$ cat src/rtl/conv_pkg.sv
// Shared definitions for the convertor scheduler.
//   DATA_WIDTH / MODE_WIDTH : default operand/result and mode-code widths
//   sched_state_t           : scheduler FSM state encoding
//   MODE_*                  : conversion-mode codes understood by the engine
package conv_pkg;

  localparam int DATA_WIDTH = 8;
  localparam int MODE_WIDTH = 2;

  typedef enum logic [1:0] {
    IDLE  = 2'd0,
    ISSUE = 2'd1,
    WAIT  = 2'd2,
    RESP  = 2'd3
  } sched_state_t;

  localparam logic [MODE_WIDTH-1:0] MODE_BIN2BCD  = 2'd0;
  localparam logic [MODE_WIDTH-1:0] MODE_BCD2BIN  = 2'd1;
  localparam logic [MODE_WIDTH-1:0] MODE_BIN2GRAY = 2'd2;
  localparam logic [MODE_WIDTH-1:0] MODE_GRAY2BIN = 2'd3;

endpackage

$ cat src/rtl/conv_rr_arbiter.sv
// Combinational round-robin arbiter.
// Searches req starting at rr_ptr and wrapping; the first set bit wins.
// Ports:
//   req       in  : request mask
//   rr_ptr    in  : highest-priority index (must be < NUM_REQ)
//   grant     out : one-hot winner (zero when no request)
//   grant_idx out : winner index (0 when no request)
//   any_valid out : at least one request present
module conv_rr_arbiter #(
  parameter int NUM_REQ = 4,
  parameter int GRANT_W = $clog2(NUM_REQ)
) (
  input  logic [NUM_REQ-1:0] req,
  input  logic [GRANT_W-1:0] rr_ptr,
  output logic [NUM_REQ-1:0] grant,
  output logic [GRANT_W-1:0] grant_idx,
  output logic               any_valid
);

  always_comb begin
    int idx;
    idx       = 0;
    grant     = '0;
    grant_idx = '0;
    any_valid = 1'b0;
    for (int off = 0; off < NUM_REQ; off++) begin
      idx = int'(rr_ptr) + off;
      if (idx >= NUM_REQ) idx = idx - NUM_REQ;
      if (!any_valid && req[idx]) begin
        any_valid  = 1'b1;
        grant[idx] = 1'b1;
        grant_idx  = GRANT_W'(idx);
      end
    end
  end

endmodule

$ cat src/rtl/conv_sched.sv
// Round-robin scheduler sharing one convertor engine between NUM_REQ
// requesters. One request is accepted in IDLE, a single-cycle eng_start is
// issued, the scheduler waits for eng_done and returns the result to the
// granted requester with a one-cycle rsp_valid pulse.
//
// Optional build macro: CONV_SCHED_TIMEOUT_EN
//   defined   : WAIT is bounded by TIMEOUT_CYCLES; expiry responds with
//               rsp_data=0, rsp_err=1 (a same-cycle eng_done still wins)
//   undefined : WAIT blocks until eng_done, rsp_err is constant 0
//
// Ports:
//   clk, reset                : clock, async active-high reset
//   req_valid/req_ready       : per-requester handshake (ready is one-hot or 0)
//   req_operand/req_mode      : packed per-requester operand and mode
//   rsp_valid/rsp_data/rsp_err: response pulse to the granted requester
//   eng_start/eng_operand/
//   eng_mode                  : engine command (operand/mode held until next accept)
//   eng_done/eng_result       : engine completion, sampled only in WAIT
//   sched_idle                : high while in IDLE
//   grant_id                  : current/last granted requester
//
// state | meaning
// IDLE  | arbitrate, accept winner on req_valid & req_ready
// ISSUE | eng_start pulse high
// WAIT  | wait for eng_done (or timeout when enabled)
// RESP  | rsp_valid pulse high, advance rr_ptr past the served requester
module conv_sched
  import conv_pkg::*;
#(
  parameter int NUM_REQ        = 4,
  parameter int GRANT_W        = $clog2(NUM_REQ),
  parameter int DATA_WIDTH     = conv_pkg::DATA_WIDTH,
  parameter int MODE_WIDTH     = conv_pkg::MODE_WIDTH,
  parameter int TIMEOUT_CYCLES = 16
) (
  input  logic                          clk,
  input  logic                          reset,
  input  logic [NUM_REQ-1:0]            req_valid,
  output logic [NUM_REQ-1:0]            req_ready,
  input  logic [NUM_REQ*DATA_WIDTH-1:0] req_operand,
  input  logic [NUM_REQ*MODE_WIDTH-1:0] req_mode,
  output logic [NUM_REQ-1:0]            rsp_valid,
  output logic [DATA_WIDTH-1:0]         rsp_data,
  output logic                          rsp_err,
  output logic                          eng_start,
  output logic [DATA_WIDTH-1:0]         eng_operand,
  output logic [MODE_WIDTH-1:0]         eng_mode,
  input  logic                          eng_done,
  input  logic [DATA_WIDTH-1:0]         eng_result,
  output logic                          sched_idle,
  output logic [GRANT_W-1:0]            grant_id
);

  sched_state_t       state;
  logic [GRANT_W-1:0] rr_ptr;
  logic [NUM_REQ-1:0] win_onehot;
  logic [GRANT_W-1:0] win_idx;
  logic               win_any;
  logic [GRANT_W-1:0] next_ptr;

  conv_rr_arbiter #(
    .NUM_REQ (NUM_REQ),
    .GRANT_W (GRANT_W)
  ) u_arb (
    .req       (req_valid),
    .rr_ptr    (rr_ptr),
    .grant     (win_onehot),
    .grant_idx (win_idx),
    .any_valid (win_any)
  );

  assign req_ready = (state == IDLE) ? win_onehot : '0;

  // Served requester drops to lowest priority.
  assign next_ptr = (grant_id == GRANT_W'(NUM_REQ - 1)) ? '0 : grant_id + 1'b1;

`ifdef CONV_SCHED_TIMEOUT_EN
  localparam int TMO_W = (TIMEOUT_CYCLES > 1) ? $clog2(TIMEOUT_CYCLES) : 1;

  // Down-counter loaded on entry to WAIT; reaching zero marks the last
  // allowed WAIT cycle, i.e. TIMEOUT_CYCLES cycles spent in WAIT.
  logic [TMO_W-1:0] tmo_cnt;
  logic             err_q;

  assign rsp_err = err_q;
`else
  assign rsp_err = 1'b0;
`endif

  always_ff @(posedge clk or posedge reset) begin
    if (reset) begin
      state       <= IDLE;
      rr_ptr      <= '0;
      grant_id    <= '0;
      eng_operand <= '0;
      eng_mode    <= '0;
      eng_start   <= 1'b0;
      rsp_data    <= '0;
      rsp_valid   <= '0;
      sched_idle  <= 1'b1;
`ifdef CONV_SCHED_TIMEOUT_EN
      tmo_cnt     <= '0;
      err_q       <= 1'b0;
`endif
    end else begin
      eng_start <= 1'b0;
      rsp_valid <= '0;
      case (state)
        IDLE: begin
          if (win_any) begin
            eng_operand <= req_operand[win_idx*DATA_WIDTH +: DATA_WIDTH];
            eng_mode    <= req_mode[win_idx*MODE_WIDTH +: MODE_WIDTH];
            grant_id    <= win_idx;
            eng_start   <= 1'b1;
            sched_idle  <= 1'b0;
            state       <= ISSUE;
          end
        end
        ISSUE: begin
`ifdef CONV_SCHED_TIMEOUT_EN
          tmo_cnt <= TMO_W'(TIMEOUT_CYCLES - 1);
`endif
          state <= WAIT;
        end
        WAIT: begin
          if (eng_done) begin
            rsp_data  <= eng_result;
            rsp_valid <= NUM_REQ'(1) << grant_id;
            state     <= RESP;
`ifdef CONV_SCHED_TIMEOUT_EN
            err_q     <= 1'b0;
          end else if (tmo_cnt == '0) begin
            rsp_data  <= '0;
            err_q     <= 1'b1;
            rsp_valid <= NUM_REQ'(1) << grant_id;
            state     <= RESP;
          end else begin
            tmo_cnt   <= tmo_cnt - 1'b1;
`endif
          end
        end
        RESP: begin
          rr_ptr     <= next_ptr;
          sched_idle <= 1'b1;
          state      <= IDLE;
        end
        default: state <= IDLE;
      endcase
    end
  end

endmodule

$ cat config.mk
export PLATFORM = sky130hd
export DESIGN_NAME = conv_sched
export DESIGN_NICKNAME = d
export VERILOG_FILES = /design/src/rtl/conv_pkg.sv /design/src/rtl/conv_rr_arbiter.sv /design/src/rtl/conv_sched.sv
export SDC_FILE = /design/constraint.sdc
export NUM_CORES = 1
export LEC_CHECK = 0
export ABC_AREA = 1
export ABC_CLOCK_PERIOD_IN_PS = 2950
export CAP_MARGIN = 5
export CORE_MARGIN = 2
export CORE_UTILIZATION = 44
export DETAILED_ROUTE_END_ITERATION = 10
export PLACE_DENSITY_LB_ADDON = 0.2
export SETUP_SLACK_MARGIN = 0.2
export SYNTH_ARGS = -nofsm -noshare
export SYNTH_HDL_FRONTEND = slang
export SYNTH_SLANG_ARGS = --single-unit
$ cat constraint.sdc
create_clock -name clk -period 2.95 [get_ports clk]
set_input_delay 0.59 -clock clk [delete_from_list [all_inputs] [get_ports clk]]
set_output_delay 0.59 -clock clk [all_outputs]
set_load 0.005 [all_outputs]
==> flow_metrics.py <==
metrics = {
    "outcome": {
        "outcome": "complete, no violations",
    },
    "floorplanning": {
        "core_area_um2": 4790,
        "rows": 25,
        "start_util": 0.461,
        "dieArea_um2": 5600,
        "die-width_um": 74.8,
        "io_pins": 86,
        "die_h_um": 74.8,
    },
    "synth": {
        "yosys.area.top_type_share": 0.329,
        "synthCells": 305,
        "synthTopCellsByArea": "dfrtp_1, nand2_1, inv_1",
        "syn_nets": 372,
        "synth_cell_types": 29,
        "seq_area_frac_synth": 0.341,
        "synth_largest_area_cell": "dfrtp_1",
        "synth_warnings": 0,
        "ys_ff_latch": 30,
        "syn_area_um2": 2210,
        "syn_avg_cell_area_um2": 7.24,
    },
    "timing": {
        "rsz0062_at_grt": "no",
        "fmax_mhz": 382,
        "fin_tns_setup_ns": 0,
        "slew_headroom": 0.647,
        "fin_crit_ns": 2.62,
        "finalCritPeriodShare": 0.888,
        "setup_viol": 0,
        "clock_skew_ns": 0.00535,
        "final_max_slew_viol_count": 0,
        "setup_ws_ns": 0.332,
        "tightest_slew_ns": 0.529,
        "hold_violations": 0,
    },
    "worst_setup_path": {
        "crit_type": "reg -> out",
        "path_cells": "inv_8, ha_4, nand3_2, nand2_4, inv_2, nor2_4, nand2_4, o21ai_1, a21oi_1, o21ai_2, nand2_1, inv_1, clkdlybuf4s15_1",
        "startpoint_type": "register",
        "end_kind": "output pin",
        "path_delay_family": "simple AND/OR/NAND/NOR gates",
        "critPathRequiredTime_ns": 2.36,
        "cp_slowest_cell": "dfrtp_2",
        "max_stage_delay_ns": 0.42,
        "critPathBufInv": 4,
        "crit_fanout": 5,
        "cp_common_cell": "nand2_4",
        "arrival_ns": 2.03,
    },
    "detailed_routing": {
        "drt-pass1-iter-count": 4,
        "antenna_left": 0,
        "via_per_inst": 4.70,
        "wl_per_cell_um": 11.2,
        "drtIter0Drc": 63,
        "drc_errors": 0,
        "wl_um": 5300,
        "vias": 2228,
    },
    "global_routing": {
        "grt_pass1_vias": 2104,
        "grt_pass1_wl_um": 8930,
        "antenna_found_initial": 0,
        "grt_use_total": 0.205,
        "grt_overflow": 0,
        "grt_max_degree": 26,
    },
    "cells_and_area": {
        "antennaDiodeCount": 0,
        "multi_input_area_um2": 1190,
        "ff_latch_area_um2": 753,
        "areaGrowthSynthToFinish_pct": 53.3,
        "fin_cells": 474,
        "layout_commonest_cell": "nand2_1",
        "fillers": 413,
        "mostFrequentLayoutCells": "nand2_1, clkdlybuf4s50_1, inv_1",
        "final_nets": 473,
        "drive_above_1_share": 0.172,
    },
    "placement": {
        "placed_cells": 462,
        "dp_slack_ns": -0.126,
        "io_buffers": 84,
        "hpwl_um": 4140,
        "gp_congestion": 0.867,
    },
    "clock_network": {
        "cts_root_buffer": "clkbuf_8",
        "h-tree-depth": 2,
        "cts_tree": "done",
        "clk_path_buf_depth": 2,
        "path_clk_slew_ns": 0.06,
        "cts.sinks": 30,
        "cts_buffers": 5,
        "clock_latency_ns": 0.28,
    },
    "power": {
        "swShare": 0.461,
        "p_sw_uw": 1770,
        "power_density_nw_per_um2": 1130,
        "pwr-share-seq": 0.190,
        "intPower_uw": 2060,
        "power.static_leakage_uw": 0.00178,
        "pwr-share-clk": 0.089,
        "pwr-share-comb": 0.721,
        "peakVddDrop_mv": 0.495,
    },
    "worst_hold_path": {
        "hp-class": "reg -> reg",
    },
    "flow_run": {
        "cap_violations": 0,
    },
}
[worst reg2reg max path, cell delays in order (launching register included)]
cell	delay, ns
dfrtp_2	0.42
inv_8	0.04
ha_4	0.30
nand3_2	0.10
nand2_4	0.10
buf_4	0.12
nand4_4	0.11
buf_6	0.16
buf_4	0.13
nand2_4	0.15
nand2_4	0.19
or2_1	0.27
nand3_1	0.08
nand3_1	0.07
[through the flow]
stage	util	total power [uW]	hold WS, ns	cell area [um2]
6_report	0.707	3830	0.467	3380
5_1_grt	0.707	4230	0.492	3380
4_1_cts	0.698	3770	0.468	3340
3_5_place_dp	0.666	3290	0.458	3190
3_3_place_gp	0.666	3240	0.455	3190
2_1_floorplan	-	2420	0.456	2210
[path summary, 6_finish.rpt]
check,from,to,slack (ns),depth (start not counted)
max in group asynchronous,reset,rr_ptr[0],1.68,3
setup reg to reg,rr_ptr[0],eng_operand[0],0.60,13
setup / recovery,rr_ptr[0],req_ready[1],0.33,13
hold reg to reg,sched_idle,sched_idle,0.47,2
hold / removal,sched_idle,sched_idle,0.47,2
min in group asynchronous,reset,rsp_data[2],0.64,2
[cell usage after synthesis]
master,count
a21oi_1,5
a22oi_1,4
a31oi_1,1
buf_2,2
buf_4,2
buf_6,3
clkbuf_1,1
conb_1,1
dfrtp_1,29
dfstp_2,1
ha_1,12
inv_1,61
inv_2,5
inv_8,1
mux2_2,8
nand2_1,80
nand2_2,7
nand2_4,3
nand3_1,45
nand3_2,4
nand4_1,2
nand4_4,1
nor2_1,9
nor2_2,2
nor2_4,2
o21ai_0,8
o221ai_1,2
o22ai_1,1
or2_1,3
[area by class of cell]
| type | instances | area share |
|---|---|---|
| Clock buffer | 6 | 0.0244 |
| Tap cell | 67 | 0.0248 |
| Clock inverter | 2 | 0.00370 |
| Inverter | 67 | 0.0773 |
| Timing Repair Buffer | 102 | 0.295 |
| Sequential cell | 30 | 0.223 |
| Multi-Input combinational cell | 200 | 0.352 |
[routing by layer]
metal,track usage,routed length (um),up-vias
li1,-,-,1146
met2,0.373,2710,80
met5,0,0,-
met1,0.243,2270,998
met3,0.0482,300,4
met4,0.0516,27,0
[registers in the layout, indices dropped and copies added, names as in the netlist]
register     cells
grant_id         2
rsp_data         8
eng_operand      8
sched_idle       1
eng_start        1
rsp_valid        4
eng_mode         2
rr_ptr           2
state            2
[power groups by stage]
stage	Sequential [uW]	Combinational [uW]	Clock [uW]
CTS	727	2690	349
detailed placement	730	2560	0
finish	726	2760	342
floorplan	738	1680	0
global route	754	3120	364
global placement	722	2520	0
[kinds of logic (layout without fill, tap and decap cells)]
logic type	Yosys count	count (layout)	synth area share
and+or+nand+nor	158	158	0.346
buffers and inverters	75	177	0.146
DFF	30	30	0.341
AOI/OAI and AO/OA	21	21	0.0567
adders and majority gates	12	12	0.0680
muxes	8	8	0.0408
other	1	1	0.00170
[timing repair]
item,4_1_cts,5_1_grt
endpoints found under the hold margin,0,0
setup buffers,3,1
pin swaps,7,2
endpoints found under the setup margin,4,4
hold buffers,0,0
resized for setup,20,11
No activity file was read; power rests on OpenSTA's default activity.
